**config.mk**
```make
export PLATFORM = sky130hd
export DESIGN_NAME = pipe_ctrl
export DESIGN_NICKNAME = d
export VERILOG_FILES = /design/src/rtl/pipe_pkg.sv /design/src/rtl/hazard_detect.sv /design/src/rtl/pipe_ctrl.sv
export SDC_FILE = /design/constraint.sdc
export NUM_CORES = 1
export LEC_CHECK = 0
export CORE_MARGIN = 4
export CORE_UTILIZATION = 37
export CTS_BUF_LIST = sky130_fd_sc_hd__clkbuf_4 sky130_fd_sc_hd__clkbuf_8
export DETAILED_ROUTE_END_ITERATION = 12
export HOLD_SLACK_MARGIN = 0.08
export PLACE_DENSITY = 0.95
export SLEW_MARGIN = 40
export SYNTH_ARGS = -nofsm -noshare
export SYNTH_HDL_FRONTEND = slang
export SYNTH_SLANG_ARGS = --single-unit
```
**constraint.sdc**
```tcl
create_clock -name clock -period 5.55 [get_ports clock]
set_clock_uncertainty 0.2 [all_clocks]
set_input_delay 1.11 -clock clock [delete_from_list [all_inputs] [get_ports clock]]
set_output_delay 1.11 -clock clock [all_outputs]
set_load 0.03 [all_outputs]
```
**src/rtl/pipe_pkg.sv**
```systemverilog
// Shared pipeline-control definitions: IR field positions, opcode/aluop constants, FSM state type.
package pipe_pkg;

    localparam int unsigned OpMsb    = 31;
    localparam int unsigned OpLsb    = 27;
    localparam int unsigned RdMsb    = 26;
    localparam int unsigned RdLsb    = 22;
    localparam int unsigned RsMsb    = 21;
    localparam int unsigned RsLsb    = 17;
    localparam int unsigned RtMsb    = 16;
    localparam int unsigned RtLsb    = 12;
    localparam int unsigned AluopMsb = 6;
    localparam int unsigned AluopLsb = 2;

    localparam logic [4:0] OpcRtype = 5'b00000;
    localparam logic [4:0] OpcLw    = 5'b01000;
    localparam logic [4:0] AluMult  = 5'b00110;
    localparam logic [4:0] AluDiv   = 5'b00111;

    typedef enum logic [1:0] {
        StIdle = 2'b00,
        StBusy = 2'b01,
        StDone = 2'b10
    } md_state_e;

    function automatic logic is_mult_div(input logic [31:0] ir);
        return (ir[OpMsb:OpLsb] == OpcRtype) &&
               ((ir[AluopMsb:AluopLsb] == AluMult) || (ir[AluopMsb:AluopLsb] == AluDiv));
    endfunction

endpackage

```
**src/rtl/hazard_detect.sv**
```systemverilog
// Load-use hazard compare between the F/D and D/X instruction registers.
module hazard_detect
    import pipe_pkg::*;
(
    input  logic [31:0] fd_ir_i,
    input  logic [31:0] dx_ir_i,
    output logic        load_use_o
);

    logic [4:0] dx_rd;
    logic       dx_is_lw;
    logic       rs_match;
    logic       rt_match;

    assign dx_rd    = dx_ir_i[RdMsb:RdLsb];
    assign dx_is_lw = (dx_ir_i[OpMsb:OpLsb] == OpcLw) && (dx_rd != 5'd0);
    assign rs_match = fd_ir_i[RsMsb:RsLsb] == dx_rd;
    // rt is only a source operand for R-type instructions
    assign rt_match = (fd_ir_i[OpMsb:OpLsb] == OpcRtype) && (fd_ir_i[RtMsb:RtLsb] == dx_rd);

    assign load_use_o = dx_is_lw && (rs_match || rt_match);

    logic unused_ir;
    assign unused_ir = ^{fd_ir_i[RdMsb:RdLsb], fd_ir_i[RtLsb-1:0], dx_ir_i[RsMsb:0]};

endmodule

```
**src/rtl/pipe_ctrl.sv**
```systemverilog
// Pipeline hazard/stall controller with multdiv handshake FSM and saturating stall counter.
// Optional multdiv abort on timeout is enabled by defining MD_TIMEOUT_EN.
module pipe_ctrl
    import pipe_pkg::*;
#(
    parameter int unsigned MD_TIMEOUT = 64
) (
    input  logic        clock,
    input  logic        reset,
    input  logic [31:0] fd_ir,
    input  logic [31:0] dx_ir,
    input  logic        branch_taken,
    input  logic        md_ready,
    output logic        pc_we,
    output logic        fd_we,
    output logic        dx_we,
    output logic        xm_we,
    output logic        mw_we,
    output logic        fd_bubble,
    output logic        dx_bubble,
    output logic        xm_bubble,
    output logic        md_start,
    output logic        md_busy,
    output logic        md_timeout,
    output logic [15:0] stall_cnt
);

    md_state_e   state_q, state_d;
    logic [15:0] stall_cnt_q;
    logic        md_op;
    logic        md_stall;
    logic        load_use;
    logic        tmo_hit;

    assign md_op    = is_mult_div(dx_ir);
    assign md_stall = ((state_q == StIdle) && md_op) || (state_q == StBusy);

    hazard_detect u_hazard_detect (
        .fd_ir_i    (fd_ir),
        .dx_ir_i    (dx_ir),
        .load_use_o (load_use)
    );

`ifdef MD_TIMEOUT_EN
    localparam int unsigned TmoW = (MD_TIMEOUT > 2) ? $clog2(MD_TIMEOUT) : 1;

    logic [TmoW-1:0] tmo_cnt_q;

    // Counter idles at zero outside BUSY, so it is already cleared on BUSY entry
    always_ff @(posedge clock) begin
        if (reset || (state_q != StBusy)) begin
            tmo_cnt_q <= '0;
        end else begin
            tmo_cnt_q <= tmo_cnt_q + 1'b1;
        end
    end

    assign tmo_hit = (state_q == StBusy) && !md_ready && (tmo_cnt_q == TmoW'(MD_TIMEOUT - 1));
`else
    logic unused_cfg;
    assign unused_cfg = ^MD_TIMEOUT;
    assign tmo_hit    = 1'b0;
`endif

    always_ff @(posedge clock) begin
        if (reset) begin
            state_q <= StIdle;
        end else begin
            state_q <= state_d;
        end
    end

    always_comb begin
        state_d = state_q;
        unique case (state_q)
            StIdle:  if (md_op) state_d = StBusy;
            StBusy:  if (md_ready || tmo_hit) state_d = StDone;
            StDone:  state_d = StIdle;
            default: state_d = StIdle;
        endcase
    end

    always_comb begin
        pc_we     = 1'b1;
        fd_we     = 1'b1;
        dx_we     = 1'b1;
        xm_we     = 1'b1;
        mw_we     = 1'b1;
        fd_bubble = 1'b0;
        dx_bubble = 1'b0;
        xm_bubble = 1'b0;
        md_start  = 1'b0;
        md_busy   = !reset && (state_q != StIdle);
        md_timeout = !reset && tmo_hit;
        // DONE releases the pipeline unconditionally so the finished op leaves D/X
        if (!reset && (state_q != StDone)) begin
            if (md_stall) begin
                pc_we     = 1'b0;
                fd_we     = 1'b0;
                dx_we     = 1'b0;
                xm_bubble = 1'b1;
                md_start  = (state_q == StIdle);
            end else if (branch_taken) begin
                fd_bubble = 1'b1;
                dx_bubble = 1'b1;
            end else if (load_use) begin
                pc_we     = 1'b0;
                fd_we     = 1'b0;
                dx_bubble = 1'b1;
            end
        end
    end

    always_ff @(posedge clock) begin
        if (reset) begin
            stall_cnt_q <= 16'h0000;
        end else if (!pc_we && (stall_cnt_q != 16'hFFFF)) begin
            stall_cnt_q <= stall_cnt_q + 16'h0001;
        end
    end

    assign stall_cnt = stall_cnt_q;

endmodule

```
==> flow_summary.toml, run 1 <==
[floorplan]
placementRows = 20
dieArea_um2 = 4299
die_w_um = 65.57
core-area_um2 = 3103
die_h_um = 65.57
initial_utilization_pct = 39.52
ioPinCount = 95

[detailed_routing]
vias_per_cell = 4.987
drc = 0
drt_iter0_markers = 41
dr_total_vias = 1177
routed_wl_um = 3202
ant_nets = 0
first_pass_iters = 4
wl_per_cell_um = 13.57

[final_layout]
n_fill_cell = 275
mostFrequentLayoutCells = "56 x clkdlybuf4s50_1, 19 x nor2_1, 18 x dfxtp_1, 7 x nand4_1, 7 x inv_1"
num_antenna_cells = 0
final_common_cell = "clkdlybuf4s50_1"
multi_input_area_um2 = 787.0
drive_above_1_share_pct = 9.375
fin_util_pct = 58.63
nets = 263
ff_latch_area_um2 = 360.3
syn_to_final_growth_pct = 48.37

[logic_synthesis]
postSynthCellCount = 139
synth_ff_type = "dfxtp_1"
synth-edff-count = 0
synth_warnings = 0
synth.yosys.seq_area_share_pct = 29.39
synth.distinct_cells = 43
syn-cell-area_um2 = 1226
yosysTopAreaCell = "dfxtp_1"
avgSynthCellArea_um2 = 8.821
synth_area_leaders = "dfxtp_1 29%, nor2_1 5.8%, mux2i_1 4.9%"
yosysTopAreaCellShare_pct = 29.39
ys_async_sr_fraction_pct = 0
synth.ff_latch_count = 18

[timing]
setup_tns_ns = 0
drv_slew = 0
worst_pin_slew_ns = 0.5329
slew_headroom_pct = 64.39
fmax_ghz = 0.2161
hold_viol_final = 0
fin_crit_ns = 4.627
rsz0062_at_grt = "false"
finalSetupViolCount = 0
timing.final.crit_share_pct = 83.37

[worst_hold_path]
min-delay-start = "stall_cnt[13]$_SDFFE_PP0P_"
holdPathEnd = "stall_cnt[13]$_SDFFE_PP0P_"
min_path_type = "reg2reg"
whs_path_depth = 1

[placement]
place_hpwl_um = 2547
gp_congestion = 0.7534
io_buffers = 56

[run]
maxCapViolCount = 0

[clock_tree]
ctsHoldBuffers = 0
cts_buffers = 3
clk-insertion-delay-late_ns = 0.30
tritoncts = "built"
clock-sinks = 18
cts_root_buf = "clkbuf_4"
postCtsSetupBuffers = 0
clock_path_buffers = 2
htreeDepth = 1
path_clk_slew_ns = 0.10
ctsResizeCount = 0

[critical_path]
cp-end-kind = "primary output"
crit_fanout = 3
cpLargestDelayFamily = "buffers and inverters"
rr_worst_depth = 7
critPathKind = "in2out"
reg2reg_from = "stall_cnt[0]$_SDFFE_PP0P_"
r2r_slack_ns = 3.07
crit_required_ns = 4.24
rr_endpoint = "stall_cnt[11]$_SDFFE_PP0P_"
startpoint_type = "input pin"
cpMostUsedCell = "clkdlybuf4s50_1"
worstPathArrival_ns = 3.32
cp_num_buf_inv = 3
cpPeakStageDelay_ns = 0.67
cp_cell_sequence = "clkdlybuf4s50_1 > or3_1 > o311a_1 > o2111ai_2 > nand2_1 > inv_1 > clkdlybuf4s50_1"
slowest_stage = "clkdlybuf4s50_1"

[global_route]
grt_util_met2_pct = 26.93
top_usage_layer = "met2"
grt_max_degree = 31
grt_pass1_vias = 1104
gr-usage-met1_pct = 18.11
grt_pass1_wl_um = 5147
gr-total-overflow = 0
antenna_found_initial = 0
use_met3_pct = 4.444
grtUsageTotal_pct = 15.21

[power]
power.density_nw_per_um2 = 134.3
power.leakage_uw = 0.0007077
vdd_ir_drop_max_mv = 0.1497

[outcome]
outcome = "completed"
metal layers:
| metal | vias to the layer above | share of wire [%] |
|---|---|---|
| met3 | 2 | 8.0 |
| li1 | 597 | - |
| met1 | 532 | 42 |
| met2 | 46 | 50 |
| met5 | - | 0 |
| met4 | 0 | 0.69 |
sequential cells by signal, indices dropped and copies added (netlist names):
register	cells
state_q	2
stall_cnt	16
cell type report:
type | count | share of cell area [%]
well taps | 44 | 3.026
flip-flops and latches | 18 | 19.81
clock buffers | 3 | 1.238
repair buffers | 57 | 31.22
inverters | 7 | 1.444
multi-input cells | 107 | 43.26
through the flow:
stage	instance area [um2]	hold slack, ns	power [uW]	instances	setup WS, ns
after floorplan	1230	0.3061	153.2	140	1.796
after global placement	1797	0.2776	179.3	233	0.9428
after detailed placement	1797	0.2783	180.9	233	0.9175
after CTS	1819	0.3037	247.5	236	0.9107
after global routing	1819	0.3324	253.4	236	0.8179
final	1819	0.3051	244.4	236	0.9229
worst max path at each step:
stage	from	to	depth (start not counted)
after floorplan	dx_ir[23]	pc_we	6
after global placement	dx_ir[23]	pc_we	7
after detailed placement	dx_ir[23]	pc_we	7
after CTS	dx_ir[23]	pc_we	7
after global routing	dx_ir[23]	pc_we	7
final	dx_ir[23]	fd_we	7
logic make-up after synthesis:
group / Yosys count / synth area share [%]
compound gates: 17 / 12.35
xor+xnor: 11 / 7.857
fa+ha+maj: 1 / 1.020
buf+inv: 15 / 6.736
flops: 18 / 29.39
mux: 10 / 8.571
other cells: 2 / 0.6125
simple gates: 65 / 33.47
worst register-to-register path, cell delays in order (launching register included):
cell,delay (ns)
dfxtp_1,0.40
ha_1,0.29
and2_4,0.18
and2_2,0.22
nor2b_4,0.13
a21oi_4,0.43
nand4_1,0.19
mux2_1,0.35
report_power, final:
| group | leakage (uW) | internal, uW | switching (uW) |
|---|---|---|---|
| clock network | 0.0000138 | 25.3 | 41.4 |
| logic | 0.000549 | 28.6 | 19.9 |
| registers | 0.000145 | 129 | 0.0487 |
| total | 0.000708 | 183 | 61.4 |
cell usage after synthesis (all sizes together), types with 2 or more instances:
master  count
nor2       19
xnor2       6
nand2b      6
and3        3
nand4       8
a41o        4
and2        2
nand4b      2
inv         7
mux2i       6
a311oi      3
a21o        2
nand3       4
buf         6
nor3        2
conb        2
nor4        2
nor2b       5
and4        2
xor2        5
clkbuf      2
dfxtp      18
nand2       5
a21oi       5
mux2        4
No activity file was read; power rests on OpenSTA's default activity.
==> run 2: changes to the inputs <==
Settings changed: CORE_UTILIZATION 37 to 31, PLACE_DENSITY 0.95 to 0.85.
Clock period 5.55 ns to 4.2 ns, I/O delays scaled along.
==> run 2 against run 1 <==
Compared with the run above:
- power up 54%
- register-to-register slack worse by 1.3 ns
- die area up 17%
==> flow_summary.toml, run 2 (same netlist as run 1, synthesis figures left out) <==
[outcome]
outcome = "completed"

[clock_tree]
ctsHoldBuffers = 0
path_clk_slew_ns = 0.07
htreeDepth = 1
clock_path_buffers = 2
postCtsSetupBuffers = 0
cts_root_buf = "clkbuf_8"
clk-insertion-delay-late_ns = 0.26
ctsResizeCount = 0
tritoncts = "built"
clock-sinks = 18
cts_buffers = 3

[final_layout]
mostFrequentLayoutCells = "56 x clkdlybuf4s50_1, 19 x nor2_1, 18 x dfxtp_1, 7 x nand4_1, 7 x inv_1"
fin_area_um2 = 1864
syn_to_final_growth_pct = 52.04
n_fill_cell = 361
nets = 264
num_antenna_cells = 0
largest_reg_flops = 16
fin_util_pct = 49.80
drive_above_1_share_pct = 10.31
final_common_cell = "clkdlybuf4s50_1"

[detailed_routing]
dr_total_vias = 1168
route.met3.wl_um = 207
vias_per_cell = 4.826
routed_wl_um = 2985
ant_nets = 0
first_pass_iters = 4
met1_length_um = 1269
highest_layer = "met4"
wl_per_cell_um = 12.33
drt_iter0_markers = 44
drc = 0
wl_met2_um = 1480

[timing]
hold_viol_final = 0
timing.final.crit_share_pct = 96.97
setup_tns_ns = 0
finalSetupViolCount = 0
slew_headroom_pct = 63.96
fin_crit_ns = 4.073
setup_ws_ns = 0.1272
drv_slew = 0
worst_pin_slew_ns = 0.5394
rsz0062_at_grt = "false"
fmax_ghz = 0.2455

[global_route]
grt_max_degree = 27
grtUsageTotal_pct = 11.65
grt_pass1_vias = 1104
antenna_found_initial = 0
grt_pass1_wl_um = 4850
gr-total-overflow = 0

[placement]
place_hpwl_um = 2388
postPlaceCellArea_um2 = 1809
gp_congestion = 0.7222
io_buffers = 56
preCtsSetupSlack_ns = 0.1155

[run]
maxCapViolCount = 0

[critical_path]
worstPathArrival_ns = 3.03
critPathKind = "in2out"
startpoint_type = "input pin"
crit_required_ns = 3.16
crit_fanout = 3
cp-end-kind = "primary output"

[floorplan]
die_h_um = 70.89
core-area_um2 = 3744
dieArea_um2 = 5025
initial_utilization_pct = 32.75
die_w_um = 70.89
ioPinCount = 95
placementRows = 22

[power]
power.density_nw_per_um2 = 202.1
power.leakage_uw = 0.0007268
finalPower_uw = 376.8
vdd_ir_drop_max_mv = 0.1934

[worst_hold_path]
min_path_type = "reg2reg"
==> run 2: cell types whose count changed in the layout (fill, tap and decap cells not counted), sizes merged <==
cell	previous run	this run
buf	1	2
clkbuf	3	4
==> run 2: final timing paths <==
path	from	to	slack, ns	cells after the start
max	dx_ir[23]	fd_we	0.13	7
min	stall_cnt[5]$_SDFFE_PP0P_	stall_cnt[5]$_SDFFE_PP0P_	0.30	1
max reg2reg	stall_cnt[0]$_SDFFE_PP0P_	stall_cnt[11]$_SDFFE_PP0P_	1.76	7
min reg2reg	stall_cnt[5]$_SDFFE_PP0P_	stall_cnt[5]$_SDFFE_PP0P_	0.30	1
==> run 2: cell type report <==
class	count	area, um2	share of cell area [%]
inverter	7	26.28	1.409
timing repair buffer	58	575.6	30.87
tap	48	60.06	3.221
multi-input combinational	107	787.0	42.21
clock buffer	4	55.05	2.953
sequential	18	360.3	19.33
==> run 2: where the power goes <==
| group | total, uW | switching, uW | internal, uW |
|---|---|---|---|
| combinational | 63.2 | 25.4 | 37.8 |
| clock | 143 | 59.6 | 83.4 |
| sequential | 171 | 0.0569 | 171 |
==> run 2: per-stage QoR <==
stage | hold slack, ns | cells
floorplan | 0.3061 | 140
finish | 0.2950 | 242
CTS | 0.3000 | 242
detailed placement | 0.2809 | 238
global route | 0.3406 | 242
global placement | 0.2722 | 238
==> run 2: per-layer routing <==
layer,vias up,global-route usage (%)
met3,5,4.261
met2,33,20.39
li1,598,-
met1,532,13.34
met4,0,3.132
met5,-,0
==> run 2: critical path, cell delays in order <==
cell             delay [ns]
clkdlybuf4s50_1        0.47
or3_1                  0.39
o311a_1                0.33
o2111ai_2              0.11
nand2_1                0.13
inv_1                  0.08
clkdlybuf4s50_1        0.67
==> run 3: changes to the inputs <==
Settings changed: SETUP_SLACK_MARGIN from default to 0.02.
==> run 3 against run 2 <==
Compared with the run above:
- critical path depth did not move
- power barely moved
- utilization rose by 0.067 points
- via count did not move
- sequential share of layout area barely moved
- wire length barely moved
- global-route usage did not move
- flip-flop and latch count did not move
==> flow_summary.toml, run 3 (same netlist as run 1, synthesis figures left out) <==
[global_route]
gr-total-overflow = 0
grt_max_degree = 27
grt_pass1_wl_um = 4850
grt_pass1_vias = 1104
grtUsageTotal_pct = 11.65
antenna_found_initial = 0

[clock_tree]
path_clk_slew_ns = 0.07
postCtsSetupBuffers = 0
clock_path_buffers = 2
htreeDepth = 1
cts_buffers = 3
tritoncts = "built"
cts_root_buf = "clkbuf_8"
clock-sinks = 18
clk-insertion-delay-late_ns = 0.26

[outcome]
outcome = "completed"

[placement]
place_hpwl_um = 2388
io_buffers = 56
dp_cells = 238
gp_congestion = 0.7222
postPlaceCellArea_um2 = 1809

[detailed_routing]
routed_wl_um = 2987
wl_per_cell_um = 12.34
dr_total_vias = 1168
first_pass_iters = 4
vias_per_cell = 4.826
ant_nets = 0
drt_iter0_markers = 44
drc = 0

[power]
switching_share_pct = 22.56
p_sw_uw = 85.03
vdd_ir_drop_max_mv = 0.1934
power.density_nw_per_um2 = 201.9
pwr-share-seq_pct = 45.3
power_frac_clock_pct = 37.9
power.leakage_uw = 0.0007263
comb_power_share_pct = 16.8
internal-power_uw = 291.8

[timing]
finalSetupViolCount = 0
fin_crit_ns = 4.065
drv_slew = 0
worst_pin_slew_ns = 0.5394
fmax_ghz = 0.2460
setup_tns_ns = 0
slew_headroom_pct = 63.96
timing.final.crit_share_pct = 96.79
rsz0062_at_grt = "false"
hold_viol_final = 0

[final_layout]
n_fill_cell = 360
syn_to_final_growth_pct = 52.24
num_antenna_cells = 0
drive_above_1_share_pct = 10.31
stdcell_count = 242
fin_area_um2 = 1867
largest_reg_flops = 16
nets = 264
mostFrequentLayoutCells = "55 x clkdlybuf4s50_1, 19 x nor2_1, 18 x dfxtp_1, 7 x nand4_1, 7 x inv_1"
fin_util_pct = 49.87
final_common_cell = "clkdlybuf4s50_1"

[critical_path]
crit_fanout = 3
critPathKind = "in2out"
reg2reg_from = "stall_cnt[0]$_SDFFE_PP0P_"
cp-end-kind = "primary output"
worstPathArrival_ns = 3.03
rr_endpoint = "stall_cnt[11]$_SDFFE_PP0P_"
r2r_slack_ns = 1.76
rr_worst_depth = 7
crit_required_ns = 3.16
startpoint_type = "input pin"

[worst_hold_path]
min-delay-start = "stall_cnt[5]$_SDFFE_PP0P_"
min_path_type = "reg2reg"
whs_path_depth = 1
holdPathEnd = "stall_cnt[5]$_SDFFE_PP0P_"

[run]
maxCapViolCount = 0

[floorplan]
placementRows = 22
core-area_um2 = 3744
initial_utilization_pct = 32.75
die_w_um = 70.89
ioPinCount = 95
dieArea_um2 = 5025
die_h_um = 70.89
[run 3: layout make-up]
type,count,area (um2),share of cell area (%)
tap,48,60.06,3.217
clock buffer,4,55.05,2.949
sequential,18,360.3,19.30
timing repair buffer,58,578.1,30.97
multi-input combinational,107,787.0,42.16
inverter,7,26.28,1.408
[run 3: power by group through the flow]
stage	clock network, uW	logic [uW]	registers (uW)
6_report	143	63.2	171
5_1_grt	155	67.3	171
4_1_cts	146	63.7	171
3_5_place_dp	0	63.5	175
3_3_place_gp	0	62.3	175
2_1_floorplan	0	27.9	175
[run 3: per-layer routing]
layer,wire length [um],share of wire [%],global-route usage [%],vias up
met5,0,0,0,-
li1,-,-,-,598
met1,1265,42,13.34,532
met2,1480,50,20.39,33
met3,212,7.1,4.261,5
met4,28,0.94,3.132,0
[run 3: what timing repair did]
action                                  4_1_cts  5_1_grt
hold buffers                                  0        0
endpoints found under the setup margin        0        1
gates resized for setup                       0        1
[run 3: how the worst max path moves through the flow]
stage / startpoint / endpoint / slack, ns / cells past startpoint
after global placement: dx_ir[23] / pc_we / 0.14 / 7
after global routing: dx_ir[23] / pc_we / 0.03 / 7
final: dx_ir[23] / pc_we / 0.13 / 7
after CTS: dx_ir[23] / fd_we / 0.11 / 7
after detailed placement: dx_ir[23] / fd_we / 0.12 / 7
after floorplan: dx_ir[23] / pc_we / 0.99 / 6
[run 3: worst max-delay path, cell delays in order]
cell and delay (ns):
clkdlybuf4s50_1 0.47, or3_1 0.39, o311a_1 0.33, o2111ai_2 0.11
nand2_1 0.13, inv_1 0.08, clkdlybuf4s50_1 0.67
[run 3: through the flow]
step / setup WS [ns] / hold slack [ns] / power, uW
finish: 0.1350 / 0.2950 / 376.8
global placement: 0.1357 / 0.2722 / 236.9
detailed placement: 0.1155 / 0.2809 / 238.1
CTS: 0.1065 / 0.3000 / 380.5
global route: 0.03148 / 0.3406 / 393.2
floorplan: 0.9856 / 0.3061 / 202.5
